--- src/rtl/mem_writer_arbiter.sv ---
// mem_writer_arbiter: shares one mem_writer between NUM_CLIENTS requesters, round-robin.
// A grant is held for a whole request -> data -> response transaction; data paths are combinational.
//
// state | meaning
// IDLE  | no grant; arbitrate among cl_req_vld, starting at rr_ptr
// REQ   | forward the granted client's request to mem_writer
// DATA  | forward the granted client's data beats until last
// RESP  | return the mem_writer response to the granted client
module mem_writer_arbiter #(
  parameter int NUM_CLIENTS = 2,
  parameter int ID_W        = 1
) (
  input  logic                      clk,
  input  logic                      rst,
  input  logic [NUM_CLIENTS*32-1:0] cl_req_data,
  input  logic [NUM_CLIENTS-1:0]    cl_req_vld,
  output logic [NUM_CLIENTS-1:0]    cl_req_rdy,
  input  logic [NUM_CLIENTS*49-1:0] cl_data_data,
  input  logic [NUM_CLIENTS-1:0]    cl_data_vld,
  output logic [NUM_CLIENTS-1:0]    cl_data_rdy,
  output logic [NUM_CLIENTS-1:0]    cl_resp_data,
  output logic [NUM_CLIENTS-1:0]    cl_resp_vld,
  input  logic [NUM_CLIENTS-1:0]    cl_resp_rdy,
  output logic [31:0]               mw_req_data,
  output logic                      mw_req_vld,
  input  logic                      mw_req_rdy,
  output logic [48:0]               mw_data_data,
  output logic                      mw_data_vld,
  input  logic                      mw_data_rdy,
  input  logic                      mw_resp_data,
  input  logic                      mw_resp_vld,
  output logic                      mw_resp_rdy,
  output logic                      busy,
  output logic [ID_W-1:0]           grant_id
);

  typedef enum logic [1:0] {IDLE, REQ, DATA, RESP} state_t;

  state_t          state, state_nxt;
  logic [ID_W-1:0] rr_ptr, rr_nxt;
  logic [ID_W-1:0] cand, pick;
  logic            any_req;

  // First requester at or above rr_ptr, wrapping at NUM_CLIENTS.
  always_comb begin
    any_req = 1'b0;
    pick    = '0;
    cand    = '0;
    for (int k = 0; k < NUM_CLIENTS; k++) begin
      cand = ID_W'((int'(rr_ptr) + k) % NUM_CLIENTS);
      if (!any_req && cl_req_vld[cand]) begin
        any_req = 1'b1;
        pick    = cand;
      end
    end
    rr_nxt = (pick == ID_W'(NUM_CLIENTS - 1)) ? '0 : pick + 1'b1;
  end

  always_ff @(posedge clk or posedge rst) begin
    if (rst) begin
      state    <= IDLE;
      grant_id <= '0;
      rr_ptr   <= '0;
    end else begin
      state <= state_nxt;
      if (state == IDLE && any_req) begin
        grant_id <= pick;
        rr_ptr   <= rr_nxt;
      end
    end
  end

  always_comb begin
    state_nxt    = state;
    cl_req_rdy   = '0;
    cl_data_rdy  = '0;
    cl_resp_vld  = '0;
    cl_resp_data = '0;
    mw_req_data  = cl_req_data[32*grant_id +: 32];
    mw_req_vld   = 1'b0;
    mw_data_data = cl_data_data[49*grant_id +: 49];
    mw_data_vld  = 1'b0;
    mw_resp_rdy  = 1'b0;
    case (state)
      IDLE: begin
        if (any_req) state_nxt = REQ;
      end
      REQ: begin
        mw_req_vld           = cl_req_vld[grant_id];
        cl_req_rdy[grant_id] = mw_req_rdy;
        // zero-length requests skip straight to the response
        if (mw_req_vld && mw_req_rdy)
          state_nxt = (mw_req_data[15:0] == 16'd0) ? RESP : DATA;
      end
      DATA: begin
        mw_data_vld           = cl_data_vld[grant_id];
        cl_data_rdy[grant_id] = mw_data_rdy;
        if (mw_data_vld && mw_data_rdy && mw_data_data[0]) state_nxt = RESP;
      end
      RESP: begin
        cl_resp_vld[grant_id]  = mw_resp_vld;
        cl_resp_data[grant_id] = mw_resp_data;
        mw_resp_rdy            = cl_resp_rdy[grant_id];
        if (mw_resp_vld && mw_resp_rdy) state_nxt = IDLE;
      end
      default: state_nxt = IDLE;
    endcase
  end

  assign busy = (state != IDLE);

endmodule

--- config.mk ---
export PLATFORM = sky130hd
export DESIGN_NAME = mem_writer_arbiter
export DESIGN_NICKNAME = d
export VERILOG_FILES = /design/src/rtl/mem_writer_arbiter.sv
export SDC_FILE = /design/constraint.sdc
export NUM_CORES = 1
export LEC_CHECK = 0
export CAP_MARGIN = 10
export CELL_PAD_IN_SITES_DETAIL_PLACEMENT = 0
export CELL_PAD_IN_SITES_GLOBAL_PLACEMENT = 2
export CORE_MARGIN = 2
export CORE_UTILIZATION = 10
export CTS_CLUSTER_DIAMETER = 80
export DETAILED_ROUTE_END_ITERATION = 6
export PLACE_DENSITY_LB_ADDON = 0.1
export SYNTH_ARGS = -nofsm -noshare
export SYNTH_HDL_FRONTEND = slang
export SYNTH_SLANG_ARGS = --single-unit
--- constraint.sdc ---
create_clock -name clk -period 1.57 [get_ports clk]
set_input_delay 0.157 -clock clk [delete_from_list [all_inputs] [get_ports clk]]
set_output_delay 0.157 -clock clk [all_outputs]
set_load 0.01 [all_outputs]
==> flow_results.org <==
** GRT
- For this run the aggregate overflow at the end of global routing stands at 0.
- Global-route wire length before repair :: ~17,000 um
- Aggregate global-route resource usage :: between 10% and 20%
- The initial antenna violation count is 0.
- The number of global-route vias before repair came to approximately 2,700.
- Entering global routing, the biggest net connects 13 pins.

** Finish
- Area of combinational cells with multiple inputs :: about 1400 sq um
- The area growth from synthesis to layout is 256.0%.
- Fraction of final layout cells sized beyond drive strength 1 :: 50.86%
- The library cell used most frequently in the layout, excluding fill and tap cells, is clkdlybuf4s50_1.
- Summing all flip-flop and latch instances after layout gives between 100 and 150 sq um.
- Final #Nets :: about 640
- Leading cell types in the layout, fill and taps excluded :: clkdlybuf4s50_1, buf_6, mux2_2
- The count of cells in the finished layout, fillers not included, comes to around 650.
- Number of antenna repair diodes :: 0
- After filler insertion, the fill cell instance count of the layout stands at 1,479.

** Placement
- Timing analysis after detailed placement gives a worst setup slack of -0.2748 ns.
- The number of placed instances, taps included, is roughly 600.
- Routability-driven placement finished with a final weighted congestion of roughly 0.81.
- Port Buffer Count :: approximately 270
- After legalization and detailed placement, the total HPWL measured 9431 um.

** Clock network
- Root Buffer :: clkbuf_16
- Clock tree synthesis found a total of 4 sinks.
- The later pin in the worst-skew pair is clocked with a latency of 0.23 ns.
- CTS buffer count :: 3
- TritonCTS built the clock tree.
- Register clock-pin slew on the reported worst setup and hold paths :: 0.03 ns
- Hold repair after CTS inserted 0 buffers.
- The longest clock path from root to sink contains 2 buffers.
- H-tree depth reported by CTS :: 1

** Route
- Antenna Nets Post-Route :: 0
- In the routed layout, each cell is associated on average with a via count of approximately 3.8.
- Routed wirelength normalized by instance count :: approximately 18 um
- Wires add up to ~12,000 um.
- The routed layout has approximately 2,500 vias.
- Before antenna repair, the detailed router went through 4 iterations.
- In the routed design, unresolved DRC markers number 0.
- Number of DRC markers in iteration 0 :: 28

** Setup path
- At the worst endpoint, the arrival time is slightly below 2 ns.
- Along the worst path, the maximum fanout reaches 6.
- Critical-path top delay cell :: dfrtp_4
- Endpoint kind of the worst setup timing path :: flop
- Nature of the critical path startpoint :: flop
- For this run, the slowest stage of the critical path takes roughly 0.50 ns.
- Critical Path, Cell by Cell :: buf_6, buf_8, buf_12, mux2i_2, o21ai_2, and4_4, mux2_4
- For the worst setup path, the data required time is 1.68 ns.
- Worst Path Class, Setup :: flop to flop

** Die
- The region available for standard cell placement spans 14,420 sq um.
- # IOs :: between 200 and 300
- Std cell rows :: 44
- Starting density of the core :: about a tenth
- The floorplan step set the die width to between 100 and 150 um.
- Die area :: 15,580 sq um
- From bottom edge to top edge, the die measures 124.8 um.

** STA
- Setup repair after global routing could not meet its margin everywhere.
- Final Hold Violating Endpoints :: 0
- Total count of max-transition violations in the final report :: 0
- Across the routed clock network, the largest skew measured is 0.001107 ns.
- Worst slew margin relative to its limit :: 75.06%
- The worst path in the final design needs a cycle of approximately 1.9 ns, including I/O delays and setup.
- Slew at the pin with the worst max-slew slack :: ~0.37 ns
- Setup slack on the critical path of the routed design comes to -0.2954 ns.
- Based on the critical path, the design can be clocked at up to ~540 MHz.
- Endpoints failing setup :: 84
- Adding up every negative setup slack in the final design gives -12.67 ns.
- Final critical-path share of the clock period :: 118.8%

** Logic synthesis
- Number of flops mapped to enable cells by yosys :: 0
- Yosys printed 0 warnings.
- Most used flip-flop cell after synthesis :: dfrtp_1
- Post-synthesis sequential element count :: 4
- Counting every instance in the synthesized netlist gives 158.
- Yosys mapped the design onto 31 distinct sky130hd cell types.
- Part of the Yosys area used for sequential elements :: under 10%
- Synth async-reset ratio :: 100.0%
- In this run the cell area of the synthesized design comes to approximately 1500 sq um.
- Mean area per synthesized cell :: between 9 and 10 sq um
- Net count after synthesis :: about 340

** Job
- Max-cap viol count :: 0

** Power
- Power spread over the standard cell area amounts to between 1000 and 1500 nW/um^2.
- Leakage :: ~2.2 nW
- Across the VDD grid, the largest voltage drop is roughly 0.40 mV.

** Outcome
- The run finished, with violations left.
- Violated checks :: setup timing

** Min path
- Classification of the worst-slack hold path :: input pin to asynchronous set/reset pin
## cell type report
cell class                 count  share of cell area (%)
sequential                     4                   2.022
multi-input combinational    138                   26.91
clock buffer                   4                   1.517
inverter                       5                  0.3611
tap                          184                   4.429
timing repair buffer         313                   64.76
## path summary, 6_finish.rpt
| kind | slack, ns | startpoint | endpoint | cells after the start |
|---|---|---|---|---|
| min in group clk | 0.49 | rr_ptr$_DFFE_PP0P_ | rr_ptr$_DFFE_PP0P_ | 1 |
| worst max register to register | -0.30 | grant_id$_DFFE_PP0P_ | state[1]$_DFFE_PP0P_ | 7 |
| worst min-delay path | 0.13 | rst | grant_id$_DFFE_PP0P_ | 2 |
| max in group asynchronous | 1.25 | rst | grant_id$_DFFE_PP0P_ | 2 |
| worst max-delay path | -0.30 | grant_id$_DFFE_PP0P_ | state[1]$_DFFE_PP0P_ | 7 |
| worst min register to register | 0.49 | rr_ptr$_DFFE_PP0P_ | rr_ptr$_DFFE_PP0P_ | 1 |
## per-stage QoR
stage               cell area (sq um)  util [%]  total power [mW]  hold slack, ns
floorplan                        1464         -             2.430        -0.07692
global route                     5197     36.03             7.733          0.1494
finish                           5197     36.03             7.298          0.1282
detailed placement               4489     31.12             5.060          0.3757
global placement                 4489     31.12             5.096          0.3685
CTS                              5162     35.79             7.360          0.1359
## synthesized netlist by cell type, drive strengths merged, types with 4 or more instances
library cell	n	area [sq um]
buf	8	46.29
dfrtp	4	100.1
ha	4	50.05
mux2	82	927.1
inv	5	18.77
o21ai	4	20.02
nand2	8	30.03
nor2	7	26.28
and3	4	25.02
## cell families (layout without fill, tap and decap cells)
group	count (synthesis)	in the layout	synth area share [%]
multiplexers	85	85	65.55
AND/OR/NAND/NOR	36	36	13.11
buffers and inverters	16	322	5.227
AO/OA/AOI/OAI	13	13	5.827
adder cells (fa/ha/maj)	4	4	3.428
flip-flops	4	4	6.855
## state kept, by name, summed over array words and instances (netlist names)
register	flops
state	2
grant_id	1
rr_ptr	1
## critical path, delay by kind of cell, from the launching register on
kind	cells	cell delay, ns
flops	1	0.50
buf+inv	3	0.37
mux	2	0.45
compound gates	1	0.17
simple gates	1	0.25
## routing by layer
layer / routed length (um) / track usage [%]
met5: 0 / 0
met3: 759 / 3.179
met2: 6666 / 28.64
met1: 4109 / 15.12
met4: 103 / 2.092
## power by group
part,internal (mW),switching (mW)
combinational,4.24,2.39
clock,0.337,0.0860
sequential,0.173,0.0678
## timing repair
action                     CTS  global route
buffers inserted            19             6
cloned                       9             1
gates resized for setup    481            40
pin swaps                    3             2
setup endpoints to repair   96            95
Power figures use the tool's default switching activity.
